## src/rtl/fetch_stage.sv

```systemverilog
// Instruction-fetch stage: owns the PC, keeps one read outstanding on the
// instruction bus and hands (pc, instr) to IF/ID through a one-entry buffer.
//
//   state      | meaning
//   -----------+-------------------------------------------------------------
//   S_REQ      | read for pc is (or is about to be) on the bus
//   S_IDLE     | output buffer full, waiting for it to be consumed
//   S_DISCARD  | stale read still on the bus after a redirect; drop its data
module fetch_stage #(
  parameter int                XLEN     = 64,
  parameter int                ILEN     = 32,
  parameter logic [XLEN-1:0]   PC_RESET = 64'h8000_0000
) (
  input  logic            clk,
  input  logic            reset,
  output logic            ireq_valid,
  output logic [XLEN-1:0] ireq_addr,
  input  logic            iresp_data_ok,
  input  logic [ILEN-1:0] iresp_data,
  input  logic            stall,
  input  logic            redirect,
  input  logic [XLEN-1:0] redirect_pc,
  output logic            out_valid,
  output logic [XLEN-1:0] out_pc,
  output logic [ILEN-1:0] out_instr
);

  typedef enum logic [1:0] {
    S_REQ     = 2'd0,
    S_IDLE    = 2'd1,
    S_DISCARD = 2'd2
  } state_t;

  state_t          state_q, state_d;
  logic [XLEN-1:0] pc_q, pc_d;
  logic            out_valid_d;
  logic [XLEN-1:0] out_pc_d;
  logic [ILEN-1:0] out_instr_d;
  logic            ireq_valid_d;
  logic [XLEN-1:0] ireq_addr_d;
  logic            data_ok;
  logic            consume;
  logic            req_held;

  // The first cycle after reset sits in S_REQ with nothing on the bus yet,
  // so a response only counts while a request is actually presented.
  assign data_ok  = iresp_data_ok & ireq_valid;
  assign consume  = out_valid & ~stall;
  assign req_held = ireq_valid & ~data_ok;

  always_comb begin
    state_d     = state_q;
    pc_d        = pc_q;
    out_valid_d = out_valid;
    out_pc_d    = out_pc;
    out_instr_d = out_instr;

    if (consume) begin
      out_valid_d = 1'b0;
    end

    if (redirect) begin
      out_valid_d = 1'b0;
      pc_d        = redirect_pc;
      state_d     = req_held ? S_DISCARD : S_REQ;
    end else begin
      case (state_q)
        S_REQ: begin
          if (data_ok) begin
            out_valid_d = 1'b1;
            out_pc_d    = pc_q;
            out_instr_d = iresp_data;
            pc_d        = pc_q + XLEN'(4);
            state_d     = S_IDLE;
          end
        end
        S_IDLE: begin
          if (consume || !out_valid) begin
            state_d = S_REQ;
          end
        end
        S_DISCARD: begin
          if (data_ok) begin
            state_d = S_REQ;
          end
        end
        default: state_d = S_REQ;
      endcase
    end

    // A request already on the bus keeps its address until its response.
    ireq_valid_d = (state_d == S_REQ) || (state_d == S_DISCARD);
    ireq_addr_d  = req_held ? ireq_addr : pc_d;
  end

  always_ff @(posedge clk or negedge reset) begin
    if (!reset) begin
      state_q    <= S_REQ;
      pc_q       <= PC_RESET;
      out_valid  <= 1'b0;
      out_pc     <= '0;
      out_instr  <= '0;
      ireq_valid <= 1'b0;
      ireq_addr  <= '0;
    end else begin
      state_q    <= state_d;
      pc_q       <= pc_d;
      out_valid  <= out_valid_d;
      out_pc     <= out_pc_d;
      out_instr  <= out_instr_d;
      ireq_valid <= ireq_valid_d;
      ireq_addr  <= ireq_addr_d;
    end
  end

endmodule

```

## config.mk

```make
export PLATFORM = sky130hd
export DESIGN_NAME = fetch_stage
export DESIGN_NICKNAME = d
export VERILOG_FILES = /design/src/rtl/fetch_stage.sv
export SDC_FILE = /design/constraint.sdc
export NUM_CORES = 1
export LEC_CHECK = 0
export BUFFER_PORTS_ARGS = -buffer_cell sky130_fd_sc_hd__buf_2
export CORE_ASPECT_RATIO = 0.75
export CORE_MARGIN = 2
export CORE_UTILIZATION = 35
export CTS_CLUSTER_SIZE = 8
export DETAILED_ROUTE_END_ITERATION = 12
export PLACE_DENSITY = 0.65
export SLEW_MARGIN = 10
export SYNTH_ARGS = -nofsm -noshare
export SYNTH_HDL_FRONTEND = slang
export SYNTH_SLANG_ARGS = --single-unit
```

## constraint.sdc

```tcl
create_clock -name clk -period 3.95 [get_ports clk]
set_input_delay 0.395 -clock clk [delete_from_list [all_inputs] [get_ports clk]]
set_output_delay 0.395 -clock clk [all_outputs]
set_load 0.03 [all_outputs]
```

# --- After elaboration in Yosys (flattened, before gate mapping) ---
# Index checks and enable logic that the tools add are counted.
classes:
  n_mux: 13
  addsub: 1
  n_eq_ne: 3
  n_reduce_logical: 6
  bitwise: 6
ops:
  columns: ["cell", "n"]
  rows:
  - ["64-bit two-way mux", 3]
  - ["64-bit by 3-bit adder with 64-bit output, second input constant", 1]
  - ["2-bit two-way mux", 5]
  - ["2-bit case mux with 3 select lines", 1]
  - ["2-bit equality test, second input constant", 2]
  - ["2-bit logical NOT", 2]
  - ["1-bit two-way mux", 4]
  - ["1-bit AND", 3]
  - ["1-bit inverter", 3]
  - ["3-bit AND reduction", 1]
  - ["2-bit by 1-bit equality test with 1-bit output, second input constant", 1]
  - ["1-bit logical OR", 2]
  - ["1-bit logical NOT", 1]
word_totals:
  ff_bits: 228
  elab_cells: 36
  input_bits: 101
  out_inout_bits: 162

# --- Longest topological paths before layout ---
# Gate-level depths: netlist (run 1).
logic_depth:
  ltp_word: 8
  ltp_mapped: 8
  mapped_depth_nobuf: 7

# --- Least setup slack after synthesis (run 1) ---
# Ideal clock, no wire load.
synth_path:
  kind: "register -> register"
  from: "register ireq_valid"
  to: "register ireq_addr[53]"
  path_slack_ns: 1.569
  t_arrival_ns: 2.255
  synth_period_minus_slack_ns: 2.381
  setup_time_ns: 0.126
  path_stages_with_launch: 8
  path_buffers: 1
  path_cell_list: "dfrtp_1 > nand4bb_1 > buf_2 > nor4_1 > nand3_1 > nor4_1 > xor2_1 > a221o_1"
synth_between:
  elab_chain_cells: 4
  elab_cells_between_ends: 6
  cone_classes: "mux (3); bitwise (3)"
synth_lines:
  columns: ["element", "line_no", "rtl"]
  rows:
  - ["from (decl)", "16", "output logic ireq_valid,"]
  - ["from (signal assigned)", "111", "ireq_valid <= ireq_valid_d;"]
  - ["1-bit AND", "47", "assign data_ok = iresp_data_ok & ireq_valid;"]
  - ["64-bit two-way mux", "69", "if (data_ok) begin"]
  - ["64-bit two-way mux", "67", "case (state_q)"]
  - ["64-bit two-way mux", "62", "if (redirect) begin"]
  - ["to (signal assigned)", "112", "ireq_addr <= ireq_addr_d;"]
  - ["to (decl)", "17", "output logic [XLEN-1:0] ireq_addr,"]
# Parallel ways exist; a longest one is shown, timed or not.
# A chain may end at the register's enable or synchronous reset.

# --- Worst setup path in the final report (run 1) ---
layout_path:
  from: "register pc_q[11]"
  to: "register ireq_addr[46]"
layout_between:
  elab_chain_cells: 4
layout_lines:
  columns: ["element", "line_no", "rtl"]
  rows:
  - ["from (decl)", "35", "logic [XLEN-1:0] pc_q, pc_d;"]
  - ["from (signal assigned)", "107", "pc_q <= pc_d;"]
  - ["64-bit by 3-bit adder with 64-bit output", "73", "pc_d = pc_q + XLEN'(4);"]
  - ["64-bit two-way mux", "69", null]
  - ["64-bit two-way mux", "67", null]
  - ["64-bit two-way mux", "62", null]
# No other way between the ends.

==> flow_summary_export.csv, run 1 <==
group,metric,value,unit
critical_path,r2r_end,"ireq_addr[46]",
min_path,hold_class,"in -> reg",
synth,synth_cells,869,
floorplanning,die_h,151.3,um
detailed_routing,drt_pass1_iterations,5,
synth,syn_area,0.01013,mm2
synth,yosysSeqAreaShare,56.34,%
floorplanning,core-area,0.02825,mm2
critical_path,crit_path_start,"pc_q[11]",
synth,yosys-top-cells-count,"227 x dfrtp_1, 140 x mux2_2, 92 x nand2_1",
layout,area_delta_synth_final,27.16,%
clocking,cts_resized,0,
critical_path,r2r_cells,6,
power,cellPowerDensity,619.5,mW/mm2
clocking,cts_tree,"built",
grt,grt_pass1_wl,48.29,mm
timing,tns,0,ps
grt,overflow,0,
detailed_routing,via_count,7937,
critical_path,critPathRequiredTime,4340,ps
floorplanning,die_area,0.03033,mm2
layout,final_util,45.60,%
power,peakVddDrop,0.0003670,V
synth,synth_edf_count,0,
timing,slew_headroom,20.26,%
timing,timing.fmax,0.3421,GHz
layout,nNetsFinal,1239,
detailed_routing,drc_errors,0,
power,p_leak,5.817,nW
clocking,clock_latency,510,ps
detailed_routing,wl,31.10,mm
grt,antenna_found_initial,4,
clocking,cts_inserted_buffers,34,
critical_path,cp.arrival,3310,ps
timing,rsz0062_at_grt,"no",
grt,grt_max_degree,97,
synth,synth_top_flop_cell,"dfrtp_1",
clocking,clkSlewWorstSetupHoldPaths,50,ps
synth,yosysWarnings,0,
min_path,min-delay-start,"iresp_data[14]",
floorplanning,die_w,200.4,um
clocking,cts.sinks,228,
detailed_routing,wire_per_inst,20.30,um
detailed_routing,via_per_inst,5.181,
min_path,hold_depth,2,
synth,synth_cell_types,48,
timing,setup_viol,0,
critical_path,path_cells,"nand4_1 > nor4_2 > nand3_1 > nor3_1 > xor2_1 > a221o_1",
critical_path,cp-start-kind,"flop",
critical_path,r2r_start,"pc_q[11]",
timing,fin_skew,23.34,ps
placement,gp_congestion,0.9071,
critical_path,critPathMaxFanout,9,
timing,tightest_slew,1187,ps
synth,synth_area_leaders,"dfrtp_1 56%, mux2_2 16%, nand2_1 3.4%, xor2_1 2.7%, nor2_1 2.3%",
clocking,clk_path_buf_depth,3,
detailed_routing,first_iter_violations,469,
flow_run,cap_viol_max_count,0,
clocking,root_buffer,"clkbuf_16",
timing,min_period,2923,ps
timing,report.final.slew_viol_count,0,
layout,final_layout_size_suffix_gt1_share,40.91,%
floorplanning,row_count,53,
min_path,hold-path-endpoint,"out_instr[14]",
clocking,htree_levels,2,
synth,ys_seq_elements,228,
timing,finalCritPeriodShare,74.01,%
placement,portBuffers,262,
critical_path,r2r_slack,1030,ps
timing,hold_viol,0,
synth,syn_nets,971,
synth,yosysTopAreaCell,"dfrtp_1",
critical_path,critPathKind,"reg -> reg",
placement,dp_hpwl,21.93,mm
floorplanning,ios,263,
synth,async_flop_share,100.0,%
synth,yosysMostFrequentCell,"dfrtp_1",
grt,grt_util_all_layers,20.68,%
status,status,"complete, no violations",
detailed_routing,ant_nets,0,
critical_path,endpoint_kind,"flop",
critical_path,critPathSlowestCell,"nor4_2",
power,total_power,7.980,mW
floorplanning,start_util,35.86,%
critical_path,max_stage_delay,560,ps
synth,avgSynthCellArea,11.66,um2
synth,yosysTopAreaCellShare,56.08,%
grt,grt_pass1_vias,8247,
[metrics by stage]
| step | instance area, um2 | hold slack (ps) | cells | setup WS, ps |
|---|---|---|---|---|
| floorplan | 10130 | 99.41 | 869 | 1569 |
| global placement | 11890 | 437.7 | 1485 | 1081 |
| detailed placement | 11890 | 436.5 | 1485 | 1054 |
| CTS | 12870 | 95.91 | 1529 | 1036 |
| global route | 12870 | 100.9 | 1529 | 793.6 |
| finish | 12880 | 119.8 | 1532 | 1027 |
[power breakdown]
| part | leakage [nW] | switching [mW] | total, mW | internal, mW |
|---|---|---|---|---|
| combinational | 2.64 | 1.43 | 2.15 | 0.721 |
| sequential | 2.70 | 0.313 | 3.12 | 2.81 |
| clock | 0.476 | 0.995 | 2.71 | 1.71 |
[area by class of cell]
class / instances / area, um2
Antenna cell: 3 / 7.507
Clock buffer: 42 / 944.7
Clock inverter: 1 / 30.03
Fill cell: 2743 / 15370
Inverter: 10 / 37.54
Multi-Input combinational cell: 588 / 4224
Sequential cell: 228 / 5707
Tap cell: 385 / 481.7
Timing Repair Buffer: 275 / 1449
[sequential cells by signal, indices dropped and copies added (netlist names)]
name        cells
ireq_addr      64
out_pc         64
pc_q           64
out_instr      32
state_q         2
ireq_valid      1
out_valid       1
[worst max-delay path: cells and delay by family (launching register included)]
family	cells	cell delay [ps]
XOR/XNOR	1	150
flip-flops	1	520
AO/OA/AOI/OAI	1	340
AND/OR/NAND/NOR	4	1790
[kinds of logic after synthesis]
logic type	share of synthesized area [%]
adders and majority gates	0.1235
muxes	16.25
DFF	56.34
AOI/OAI and AO/OA	5.324
xor gates and xnor gates	4.150
and+or+nand+nor	15.67
buffers and inverters	2.137
[repair_timing]
action	4_1_cts	5_1_grt
endpoints found under the hold margin	82	0
hold buffers	1	0
setup buffers	0	0
[layer usage]
layer | routed length (um) | vias to the layer above | track usage [%]
li1 | - | 3650 | -
met1 | 14770 | 3901 | 29.29
met2 | 12800 | 331 | 29.98
met3 | 2861 | 53 | 7.014
met4 | 663 | 2 | 5.852
met5 | 11 | - | 0
[worst max path at each step]
stage / end / slack, ps / cells past startpoint
finish: ireq_addr[46] / 1030 / 6
global route: ireq_addr[46] / 790 / 6
CTS: ireq_addr[46] / 1040 / 6
detailed placement: ireq_addr[46] / 1050 / 6
global placement: ireq_addr[46] / 1080 / 6
floorplan: ireq_addr[53] / 1570 / 7
[layout by cell type, fill, tap and decap left out, types with 2 or more instances in the layout]
master / synthesis / routed
nand4_1: 23 / 23
o22ai_1: 2 / 2
a211o_1: 3 / 3
and4_1: 2 / 2
clkbuf_16: 0 / 37
or4_1: 2 / 2
a21oi_1: 14 / 14
nand2_1: 92 / 92
xnor2_1: 17 / 17
nand3_1: 32 / 32
mux2i_1: 7 / 7
and2_1: 2 / 2
diode_2: 0 / 3
buf_2: 7 / 260
nor4_2: 2 / 2
a221o_1: 16 / 16
nor4_4: 3 / 3
or3_1: 3 / 3
buf_4: 0 / 11
and3_1: 23 / 23
clkbuf_1: 30 / 5
o31ai_1: 11 / 11
dfrtp_1: 227 / 227
o21ai_0: 27 / 27
nor4_1: 16 / 16
nor2b_1: 4 / 3
xor2_1: 31 / 31
mux2_2: 140 / 140
nand4b_1: 2 / 2
nor3b_1: 4 / 4
nor3_1: 30 / 30
nor2_1: 62 / 61
a31oi_1: 2 / 2
o21a_1: 4 / 4
buf_12: 0 / 2
inv_1: 9 / 9
Power figures use the tool's default switching activity.
==> run 2: changes to the inputs <==
--- a/config.mk
+++ b/config.mk
@@ -11,7 +11,7 @@
 export CORE_UTILIZATION = 35
 export CTS_CLUSTER_SIZE = 8
 export DETAILED_ROUTE_END_ITERATION = 12
-export PLACE_DENSITY = 0.65
+export PLACE_DENSITY = 0.67
 export SLEW_MARGIN = 10
 export SYNTH_ARGS = -nofsm -noshare
 export SYNTH_HDL_FRONTEND = slang
==> constraint.sdc (replaced) <==
create_clock -name clk -period 2.55 [get_ports clk]
set_input_delay 0.255 -clock clk [delete_from_list [all_inputs] [get_ports clk]]
set_output_delay 0.255 -clock clk [all_outputs]
set_load 0.03 [all_outputs]
==> run 2 against run 1 <==
Cell count increased by 7.2%. Hold slack worse by 99 ps. Register-to-register slack got worse by 950 ps. Cell area is 9.0% higher. Clock skew decreased by 10 ps. Maximum frequency is 18% higher. Die area unchanged. Critical path depth grew 1. Core utilization grew 4.1 points. Sequential power grew 55%.
==> flow_summary_export.csv, run 2 (synthesized netlist as in run 1, its figures left out) <==
group,metric,value,unit
status,status,"complete, no violations",
power,total_power,12.48,mW
clocking,root_buffer,"clkbuf_16",
placement,portBuffers,262,
grt,grt_pass1_wl,50.77,mm
detailed_routing,via_per_inst,5.158,
flow_run,cap_viol_max_count,0,
timing,setup_viol,0,
critical_path,cp-start-kind,"flop",
placement,gp_congestion,0.9355,
layout,final_cell_area,0.01403,mm2
layout,area_delta_synth_final,38.55,%
timing,slew_headroom,54.24,%
critical_path,critPathKind,"reg -> reg",
power,p_leak,6.366,nW
power,p_switching,4.331,mW
timing,hold_viol,0,
layout,final_layout_size_suffix_gt1_share,42.29,%
floorplanning,die_area,0.03033,mm2
floorplanning,ios,263,
layout,top_regs,"ireq_addr: 64 flops, out_pc: 64 flops, pc_q: 64 flops",
grt,grt_pass1_vias,8589,
layout,nNetsFinal,1352,
power,switching_share,34.72,%
timing,tightest_slew,686.4,ps
power,p_int,8.144,mW
clocking,clk_path_buf_depth,3,
layout,nFillCells,2581,
layout,finalNonFillerCells,1643,
critical_path,endpoint_kind,"flop",
timing,timing.fmax,0.4037,GHz
clocking,clkSlewWorstSetupHoldPaths,50,ps
timing,fin_skew,13.22,ps
power,pwr-share-comb,27.9,%
placement,dp_hpwl,22.95,mm
grt,antenna_found_initial,0,
timing,finalCritPeriodShare,97.15,%
detailed_routing,first_iter_violations,454,
grt,overflow,0,
timing,report.final.slew_viol_count,0,
power,pwr-share-clk,33.4,%
power,cellPowerDensity,888.9,mW/mm2
detailed_routing,wire_per_inst,20.01,um
clocking,htree_levels,2,
detailed_routing,ant_nets,0,
floorplanning,die_w,200.4,um
layout,final_common_cell,"buf_2",
grt,grt_max_degree,71,
min_path,hold_class,"in -> reg",
floorplanning,die_h,151.3,um
floorplanning,start_util,35.86,%
clocking,cts.sinks,228,
clocking,cts_inserted_buffers,34,
critical_path,critPathMaxFanout,8,
layout,mostFrequentLayoutCells,"260 x buf_2, 227 x dfrtp_1, 140 x mux2_2, 92 x nand2_1, 67 x dlygate4sd3_1",
critical_path,critPathRequiredTime,2930,ps
power,seqPwrFrac,38.8,%
critical_path,cp.arrival,2860,ps
placement,numPlacedInstances,1528,
detailed_routing,drc_errors,0,
clocking,cts_tree,"built",
timing,tns,0,ps
timing,min_period,2477,ps
floorplanning,row_count,53,
grt,grt_util_all_layers,21.67,%
placement,place_area,0.01224,mm2
clocking,clock_latency,500,ps
timing,rsz0062_at_grt,"no",
layout,antennaDiodeCount,0,
floorplanning,core-area,0.02825,mm2
detailed_routing,via_count,8474,
power,peakVddDrop,0.0004589,V
detailed_routing,wl,32.87,mm
detailed_routing,drt_pass1_iterations,7,
-- run 2: changes by cell type in the layout (fill, tap and decap cells not counted), moves of 4 or more --
cell           before  now
buf_4              11   56
dlygate4sd3_1       1   67
nor3_1             30   26
nor3_2              1    5
nor4_1             16    8
nor4_2              2    6
nor4_4              3    7
-- run 2: worst max-delay path, cell delays in order (launching register included) --
cell	delay, ps
dfrtp_1	460
nand3_2	270
nor4_1	480
nand4_1	170
buf_4	190
or3_1	360
mux2i_1	160
a211o_1	270
-- run 2: final timing paths --
kind,start,endpoint,slack [ps],cells after the start
setup / recovery,pc_q[13],ireq_addr[55],70,7
hold / removal,redirect_pc[13],pc_q[13],20,3
setup reg to reg,pc_q[13],ireq_addr[55],70,7
hold reg to reg,ireq_addr[5],ireq_addr[5],460,2
max in group asynchronous,reset,ireq_addr[39],1390,4
min in group asynchronous,reset,out_instr[27],320,2
-- run 2: timing repair --
action / in CTS / in global routing
pin swaps: 1 / 3
setup buffers: 1 / 3
endpoints found under the hold margin: 131 / 0
hold buffers: 67 / 0
endpoints found under the setup margin: 8 / 50
gates resized for setup: 3 / 20
-- run 2: final cells by class --
type	count	area, um2	share of cell area (%)
tap	385	481.7	3.432
clock buffer	44	952.2	6.784
inverter	10	37.54	0.2675
sequential	228	5707	40.66
timing repair buffer	388	2487	17.72
multi-input combinational	588	4369	31.13
-- run 2: through the flow --
step / utilization (%) / setup WS (ps) / hold slack [ps]
final: 49.68 / 72.79 / 21.22
after global routing: 49.68 / 24.70 / 20.68
after CTS: 49.15 / -12.72 / 0.4798
after detailed placement: 43.32 / -103.4 / 265.0
after global placement: 43.32 / -7.876 / 267.1
after floorplan: - / 169.0 / -40.59
-- run 2: layer usage --
metal | wire length (um) | share of wire (%) | global-route usage (%) | up-vias
met2 | 13750 | 42 | 31.30 | 375
met5 | 0 | 0 | 0 | -
met1 | 15450 | 47 | 31.02 | 4182
met4 | 712 | 2.2 | 6.444 | 0
li1 | - | - | - | 3858
met3 | 2959 | 9.0 | 6.820 | 59
-- run 2: power by group through the flow --
stage	combinational (mW)	sequential, mW	clock [mW]
2_1_floorplan	0.938	6.06	0
3_3_place_gp	3.36	4.85	0
3_5_place_dp	3.40	4.88	0
4_1_cts	3.49	4.84	4.27
5_1_grt	3.71	4.93	4.43
6_report	3.48	4.84	4.16
